## src/rtl/uart_pkg.sv

```systemverilog
// Shared definitions for the UART transmit path: drain FSM encoding and default character width.
package uart_pkg;

  localparam int DBITS_DEF = 8;

  typedef enum logic [1:0] {
    IDLE      = 2'd0,
    REQ       = 2'd1,
    WAIT_DONE = 2'd2
  } drain_state_e;

endpackage

```

## src/rtl/sync_fifo.sv

```systemverilog
// Circular register-array FIFO with occupancy count; a push into a full FIFO
// is accepted when a pop happens in the same cycle.
module sync_fifo
  import uart_pkg::*;
#(
  parameter int DBITS = DBITS_DEF,
  parameter int DEPTH = 16,
  localparam int AW = $clog2(DEPTH)
) (
  input  logic             clk,
  input  logic             rst_n,
  input  logic             wr,
  input  logic [DBITS-1:0] wdata,
  input  logic             pop,
  output logic [DBITS-1:0] rdata,
  output logic             full,
  output logic             empty,
  output logic [AW:0]      count
);

  localparam int CNT_W = AW + 1;
  localparam logic [AW:0] CNT_FULL = CNT_W'(DEPTH);
  localparam logic [AW:0] CNT_ONE  = CNT_W'(1);

  logic [DBITS-1:0] mem [DEPTH];
  logic [AW-1:0]    wr_ptr;
  logic [AW-1:0]    rd_ptr;
  logic             push;

  assign full  = (count == CNT_FULL);
  assign empty = (count == '0);
  assign push  = wr & (~full | pop);
  assign rdata = mem[rd_ptr];

  always_ff @(posedge clk or negedge rst_n) begin
    if (!rst_n) begin
      wr_ptr <= '0;
      rd_ptr <= '0;
      count  <= '0;
    end else begin
      if (push) wr_ptr <= wr_ptr + 1'b1;
      if (pop)  rd_ptr <= rd_ptr + 1'b1;
      case ({push, pop})
        2'b10:   count <= count + CNT_ONE;
        2'b01:   count <= count - CNT_ONE;
        default: count <= count;
      endcase
    end
  end

  // Storage carries data only, so it is left out of reset.
  always_ff @(posedge clk) begin
    if (push) mem[wr_ptr] <= wdata;
  end

endmodule

```

## src/rtl/uart_tx_fifo.sv

```systemverilog
// Transmit buffer in front of the UART transmitter: bus writes fill a FIFO and a
// drain FSM hands one byte at a time to the transmitter via a held wr_en request.
module uart_tx_fifo
  import uart_pkg::*;
#(
  parameter int DBITS = DBITS_DEF,
  parameter int DEPTH = 16,
  localparam int AW = $clog2(DEPTH)
) (
  input  logic             PCLK,
  input  logic             PRESETn,
  input  logic             PWRITE,
  input  logic [DBITS-1:0] PWDATA,
  input  logic             tx_busy,
  output logic             tx_wr_en,
  output logic [DBITS-1:0] tx_din,
  output logic             full,
  output logic             empty,
  output logic [AW:0]      count,
  output logic             overflow,
  input  logic             clr_ovf
);

  drain_state_e state_q;
  drain_state_e state_d;
  logic         pop;

  // The transmitter raising busy while we request is the load acknowledge.
  assign pop      = (state_q == REQ) & tx_busy;
  assign tx_wr_en = (state_q == REQ);

  sync_fifo #(
    .DBITS (DBITS),
    .DEPTH (DEPTH)
  ) u_fifo (
    .clk   (PCLK),
    .rst_n (PRESETn),
    .wr    (PWRITE),
    .wdata (PWDATA),
    .pop   (pop),
    .rdata (tx_din),
    .full  (full),
    .empty (empty),
    .count (count)
  );

  always_ff @(posedge PCLK or negedge PRESETn) begin
    if (!PRESETn) state_q <= IDLE;
    else          state_q <= state_d;
  end

  always_comb begin
    state_d = state_q;
    case (state_q)
      IDLE:      if (!empty && !tx_busy) state_d = REQ;
      REQ:       if (tx_busy)            state_d = WAIT_DONE;
      WAIT_DONE: if (!tx_busy)           state_d = IDLE;
      default:                           state_d = IDLE;
    endcase
  end

  // A dropped push outranks a simultaneous clear so no loss goes unreported.
  always_ff @(posedge PCLK or negedge PRESETn) begin
    if (!PRESETn)                      overflow <= 1'b0;
    else if (PWRITE && full && !pop)   overflow <= 1'b1;
    else if (clr_ovf)                  overflow <= 1'b0;
  end

endmodule

```

## config.mk

```make
export PLATFORM = sky130hd
export DESIGN_NAME = uart_tx_fifo
export DESIGN_NICKNAME = d
export VERILOG_FILES = /design/src/rtl/uart_pkg.sv /design/src/rtl/sync_fifo.sv /design/src/rtl/uart_tx_fifo.sv
export SDC_FILE = /design/constraint.sdc
export NUM_CORES = 1
export LEC_CHECK = 0
export CAP_MARGIN = 15
export CORE_MARGIN = 2
export CORE_UTILIZATION = 40
export CTS_BUF_LIST = sky130_fd_sc_hd__clkbuf_8
export CTS_CLUSTER_DIAMETER = 40
export DETAILED_ROUTE_END_ITERATION = 16
export GPL_ROUTABILITY_DRIVEN = 0
export PLACE_DENSITY_LB_ADDON = 0.15
export REMOVE_ABC_BUFFERS = 1
export SKIP_CTS_REPAIR_TIMING = 1
export SLEW_MARGIN = 20
export SYNTH_ARGS = -nofsm -noshare
export SYNTH_HDL_FRONTEND = slang
export SYNTH_SLANG_ARGS = --single-unit
```

## constraint.sdc

```tcl
create_clock -name PCLK -period 1.99 [get_ports PCLK]
set_clock_uncertainty 0.1 [all_clocks]
set_input_delay 0.398 -clock PCLK [delete_from_list [all_inputs] [get_ports PCLK]]
set_output_delay 0.398 -clock PCLK [all_outputs]
set_load 0.005 [all_outputs]
```

==> results of run 1 <==
==> power by group <==
group          switching (W)  internal [W]
clock               0.000995      0.000928
sequential          0.000292       0.00370
combinational        0.00176       0.00229
total                0.00305       0.00692
==> worst paths after layout <==
path	slack [ns]	depth (start not counted)	end	start
worst min-delay path	0.18	2	u_fifo.wr_ptr[3]	PRESETn
worst max register to register	-0.24	8	u_fifo.mem[1][0]	u_fifo.count[3]
max in group asynchronous	1.40	2	u_fifo.rd_ptr[0]	PRESETn
worst max-delay path	-0.77	7	tx_din[1]	u_fifo.rd_ptr[0]
worst min register to register	0.42	1	overflow	overflow
min in group PCLK	0.42	1	overflow	overflow
==> kinds of logic after synthesis <==
group	Yosys count	share of synthesized area [%]
compound gates	25	3.421
xor+xnor	11	1.667
mux	33	12.67
simple gates	64	5.932
buf+inv	22	1.580
fa+ha+maj	6	1.299
flops	144	73.44
==> registers in the layout, summed over array words and instances (netlist names) <==
signal,flops
u_fifo.mem,128
overflow,1
u_fifo.rd_ptr,4
state_q,2
u_fifo.count,5
u_fifo.wr_ptr,4
==> worst register-to-register path: stages (launching register included) <==
cell and delay (ns):
dfrtp_1 0.39, or4_4 0.56, buf_6 0.14, buf_6 0.11, o31ai_4 0.17, buf_4 0.16
nor3_4 0.05, and2_4 0.18, buf_8 0.14
==> stage by stage <==
stage	instance area [um^2]	TNS, ns	hold WS [ns]
after detailed placement	6802	-37.51	0.4009
after global placement	6802	-35.71	0.3975
final	7579	-26.03	0.1772
after global routing	7579	-32.78	0.1638
after floorplan	5707	-13.30	0.002409
after CTS	7122	-19.63	0.1556
==> synth_stat cells (6+ instances only) <==
library cell / count / area share, %
xnor2_1: 10 / 1.5
nand2_1: 19 / 1.2
and2_1: 9 / 0.97
mux4_2: 32 / 12
ha_1: 6 / 1.3
edfxtp_1: 128 / 67
buf_2: 7 / 0.61
dfrtp_1: 16 / 6.9
clkbuf_1: 7 / 0.45
nor3_1: 7 / 0.61
nor2_1: 7 / 0.45
a22oi_1: 16 / 2.1
==> area by class of cell <==
cell class | instances | share of cell area, %
tap | 180 | 2.972
inverter | 5 | 0.2476
clock inverter | 15 | 1.139
multi-input combinational | 139 | 22.06
timing repair buffer | 103 | 14.46
clock buffer | 17 | 3.087
sequential | 144 | 56.03
==> metal layers <==
layer | global-route usage, % | vias to the layer above | wire [um]
met5 | 0 | - | 0
met1 | 21.81 | 1665 | 5551
met2 | 27.39 | 81 | 6574
met4 | 6.345 | 0 | 167
met3 | 4.088 | 12 | 602
li1 | - | 1431 | -
==> results.md, run 1 <==
- Placed Cells: 549
- Fin crit share: 138.7%
- Total clock buffers created by CTS: 17
- Largest net degree at the start of global routing: 25
- CP arrival: 2.26 ns
- Worst path max stage delay: 0.54 ns
- Worst EP required: 1.49 ns
- Starting Density: 41.31%
- Crit path max fanout: 5
- Cell Count, Final, Fillers Out: 603
- Clock Sinks: 144
- Final layout net count: 429
- Outcome: finished, violations left
- Root buf cell: clkbuf_8
- Worst Setup End Kind: output pin
- Clock Path Buffers: 2
- First-pass GRT wire length: 18,540 um
- CTS tree: yes
- Total number of H-tree levels: 4
- Unrepaired setup endpoints after global routing: true
- I/O Pins: 30
- Via count: 3,189
- Vias in the first global route: 3,160
- HPWL Detailed: 7974 um
- Placement Setup Slack: -0.4835 ns
- LEAKAGE: 2.703 nW
- Min-delay worst type: in -> async
- Ys async rst share: 11.11%
- Fill count: 1,140
- Yosys warning count: 0
- Core area: 13,990 um^2
- Seq cells post-synth: 144
- Footprint of the multi-input gates: 1672 um^2
- Fmax achieved: 362.3 MHz
- Reg clk slew, reported paths: 0.07 ns
- Share of layout cells above drive strength 1: 42.55%
- Top_reg_cell synth: edfxtp_1
- Area growth syn-to-layout: 31.13%
- Startpoint types: flop
- Final worst slack: -0.7701 ns
- Rows: 43
- Crit path max-delay cell type: dfrtp_2
- Sequential-to-total area share from yosys stat: 73.44%
- Worst-Skew Late Latency: 0.44 ns
- Initial detailed-routing violation count: 285
- Syn avg cell area: 18.95 um^2
- Worst path top cell family by delay: flip-flops
- Register Area: 4247 um^2
- Most frequent cells in the layout: edfxtp_1 (128), buf_4 (38), mux4_2 (32)
- Cell mode on critical path: buf_12
- Final ANT Viol Nets: 0
- DRT Pass-1 Iters: 4
- Setup CP Type: reg -> out
- Grt ovf: 0
- Failing checks: negative setup slack
- Wire per inst: 21.38 um
- CP cell instances: buf_12 -> buf_12 -> buf_8 -> mux4_2 -> a22oi_2 -> nand2_1 -> clkbuf_2
- IO Port Bufs: 29
- WL final: 12,900 um
- DRC violations left: 0
- Commonest non-fill, non-tap cell in the layout: edfxtp_1
- Max Transition Viols Final: 0
- Distinct cells, synth: 35
- Full die area: 15,430 um^2
- Max-Cap Viols: 0
- Die width: 124.2 um
- Area of the mapped netlist: 5779 um^2
- GRT Overall Usage: 16.75%
- Pwr dens: 1315 nW/um^2
- Util after Layout: 54.18%
- Final setup fails: 106
- Minimum clock period: 2.760 ns
- Hold Vio Cnt, Final: 0
- Post-synth EDFFs: 128
- Power Total: 0.009967 W
- # diodes: 0
- Die Y: 124.2 um
- Worst-Margin Slew: 0.6514 ns
- Via density: 5.289
- Worst slew margin: 56.57%
- Maximum VDD drop: 0.0007274 V
- Syn Inst Count: 305
- WP buf/inv: 4
- Initial antenna violation count: 0
No activity file was read; power rests on OpenSTA's default activity.
==> run 2: changes to the inputs <==
Settings changed: CORE_MARGIN 2 to 5, DONT_BUFFER_PORTS set to 1.
==> results.md, run 2 (same netlist as run 1, synthesis figures left out) <==
- Outcome: finished, violations left (unchanged)
- Failing checks: negative setup slack (unchanged)
- Worst-Margin Slew: 0.7973 ns (was 0.6514 ns)
- Most frequent cells in the layout: edfxtp_1 (128), mux4_2 (32), buf_4 (23) (was edfxtp_1 (128), buf_4 (38), mux4_2 (32))
- Largest Register: u_fifo.mem (unchanged)
- Final setup fails: 74 (was 106)
- Final ANT Viol Nets: 0 (unchanged)
- WL final: 12,590 um (was 12,900 um)
- Clock power share: 22.5% (was 19.3%)
- Post-route cell area: 7087 um^2 (was 7579 um^2)
- Register Area: 4245 um^2 (was 4247 um^2)
- Hold Vio Cnt, Final: 0 (unchanged)
- Reg power frac: 42.1% (was 40.1%)
- Fill count: 1,168 (was 1,140)
- Grt ovf: 0 (unchanged)
- Total number of H-tree levels: 4 (unchanged)
- Die width: 130.2 um (was 124.2 um)
- Fin crit share: 125.1% (was 138.7%)
- Fmax achieved: 401.6 MHz (was 362.3 MHz)
- Setup CP Type: reg -> out (unchanged)
- Int Power: 0.006475 W (was 0.006918 W)
- Min-delay worst type: in -> reg (was in -> async)
- Max reg flops: 128 (unchanged)
- Initial detailed-routing violation count: 206 (was 285)
- Largest net degree at the start of global routing: 21 (was 25)
- Via density: 5.263 (was 5.289)
- Reg clk slew, reported paths: 0.07 ns (about the same)
- TNS Setup: -13.24 ns (was -26.03 ns)
- Initial antenna violation count: 1 (was 0)
- I/O Pins: 30 (unchanged)
- Wire per inst: 22.56 um (was 21.38 um)
- Pwr dens: 1336 nW/um^2 (was 1315 nW/um^2)
- Comb power frac: 35.4% (was 40.7%)
- LEAKAGE: 2.380 nW (was 2.703 nW)
- Sw Pwr: 0.002995 W (was 0.003049 W)
- Core area: 14,370 um^2 (was 13,990 um^2)
- Commonest non-fill, non-tap cell in the layout: edfxtp_1 (unchanged)
- Clock Path Buffers: 2 (unchanged)
- DRC violations left: 0 (unchanged)
- Share of layout cells above drive strength 1: 38.34% (was 42.55%)
- Max Transition Viols Final: 0 (unchanged)
- Minimum clock period: 2.490 ns (was 2.760 ns)
- Clock Sinks: 144 (unchanged)
- GRT Overall Usage: 15.72% (was 16.75%)
- Crit path max fanout: 5 (unchanged)
- CP cell instances: buf_12 -> buf_12 -> mux4_2 -> a22oi_2 -> nand2_1 (was buf_12 -> buf_12 -> buf_8 -> mux4_2 -> a22oi_2 -> nand2_1 -> clkbuf_2)
- Via count: 2,937 (was 3,189)
- Worst-Skew Late Latency: 0.44 ns (about the same)
- Root buf cell: clkbuf_8 (unchanged)
- Placed instance area: 6286 um^2 (was 6802 um^2)
- Largest registers: u_fifo.mem: 128 flops, u_fifo.count: 5 flops (unchanged)
- Footprint of the multi-input gates: 1640 um^2 (was 1672 um^2)
- HPWL Detailed: 8147 um (was 7974 um)
- Cell mode on critical path: buf_12 (unchanged)
- Final layout net count: 379 (was 429)
- CP arrival: 1.99 ns (was 2.26 ns)
- Worst path max stage delay: 0.54 ns (about the same)
- Rows: 44 (was 43)
- Worst Setup End Kind: output pin (unchanged)
- Full die area: 16,950 um^2 (was 15,430 um^2)
- First-pass GRT wire length: 18,620 um (was 18,540 um)
- Max-Cap Viols: 0 (unchanged)
- Worst EP required: 1.49 ns (about the same)
- Worst slew margin: 46.67% (was 56.57%)
- CTS tree: yes (unchanged)
- Starting Density: 40.22% (was 41.31%)
- Unrepaired setup endpoints after global routing: true (unchanged)
- Area growth syn-to-layout: 22.62% (was 31.13%)
- Total clock buffers created by CTS: 17 (unchanged)
- Startpoint types: flop (unchanged)
- Power Total: 0.009471 W (was 0.009967 W)
- Vias in the first global route: 3,110 (was 3,160)
- Maximum VDD drop: 0.0007571 V (was 0.0007274 V)
- IO Port Bufs: 0 (was 29)
- Crit path max-delay cell type: mux4_2 (was dfrtp_2)
- Die Y: 130.2 um (was 124.2 um)
- Final worst slack: -0.5003 ns (was -0.7701 ns)
- Sw Share: 31.63% (was 30.59%)
- DRT Pass-1 Iters: 4 (unchanged)
[run 2: cell types whose count changed in the layout (fill, tap and decap cells not counted), sizes merged]
cell	previous run	this run
buf	74	40
clkdlybuf4s50	13	0
dlygate4sd3	0	10
dlymetal6s2s	7	0
clkbuf	26	20
clkinv	11	7
clkinvlp	0	4
bufinv	1	2
diode	0	1
inv	8	7
[run 2: power groups by stage]
stage	clock (W)	combinational (W)	sequential [W]
2_1_floorplan	0	0.00148	0.00420
3_3_place_gp	0	0.00278	0.00399
3_5_place_dp	0	0.00278	0.00400
4_1_cts	0.00218	0.00278	0.00394
5_1_grt	0.00234	0.00360	0.00403
6_report	0.00213	0.00335	0.00399
[run 2: layer usage]
layer | up-vias | routed length, um | track usage, %
met1 | 1540 | 5460 | 19.62
met2 | 51 | 6513 | 26.43
met4 | 0 | 130 | 4.768
met3 | 12 | 483 | 4.871
met5 | - | 0 | 0
li1 | 1334 | - | -
[run 2: worst paths after layout]
check,slack (ns),startpoint,end,depth (start not counted)
worst max-delay path,-0.50,u_fifo.rd_ptr[0],tx_din[7],5
worst min-delay path,0.04,clr_ovf,overflow,2
worst max register to register,-0.18,u_fifo.count[3],u_fifo.mem[9][1],6
worst min register to register,0.45,overflow,overflow,1
max in group asynchronous,0.85,PRESETn,u_fifo.rd_ptr[0],1
min in group asynchronous,0.38,PRESETn,state_q[0],1
[run 2: layout make-up]
class,instances,area share [%]
Sequential cell,144,59.90
Multi-Input combinational cell,139,23.15
Timing Repair Buffer,53,8.280
Clock buffer,17,3.302
Tap cell,184,3.249
Clock inverter,15,1.819
Inverter,5,0.2648
Antenna cell,1,0.03531
[run 2: critical path: cells and delay by family (launching register included)]
family | cells | cell delay (ns)
buffers and inverters | 2 | 0.25
and+or+nand+nor | 1 | 0.12
AOI/OAI and AO/OA | 1 | 0.23
DFF | 1 | 0.41
muxes | 1 | 0.54
[run 2: per-stage QoR]
step                      setup slack [ns]  hold slack [ns]  instances  util (%)
after detailed placement           -0.1762         0.003331        505     43.75
after global placement             -0.1390         0.003362        505     43.75
final                              -0.5003          0.04114        558     49.32
after CTS                          -0.5756          -0.4889        537     46.27
after global routing               -0.6078          0.03352        558     49.32
after floorplan                    -0.8490         0.002409        288         -
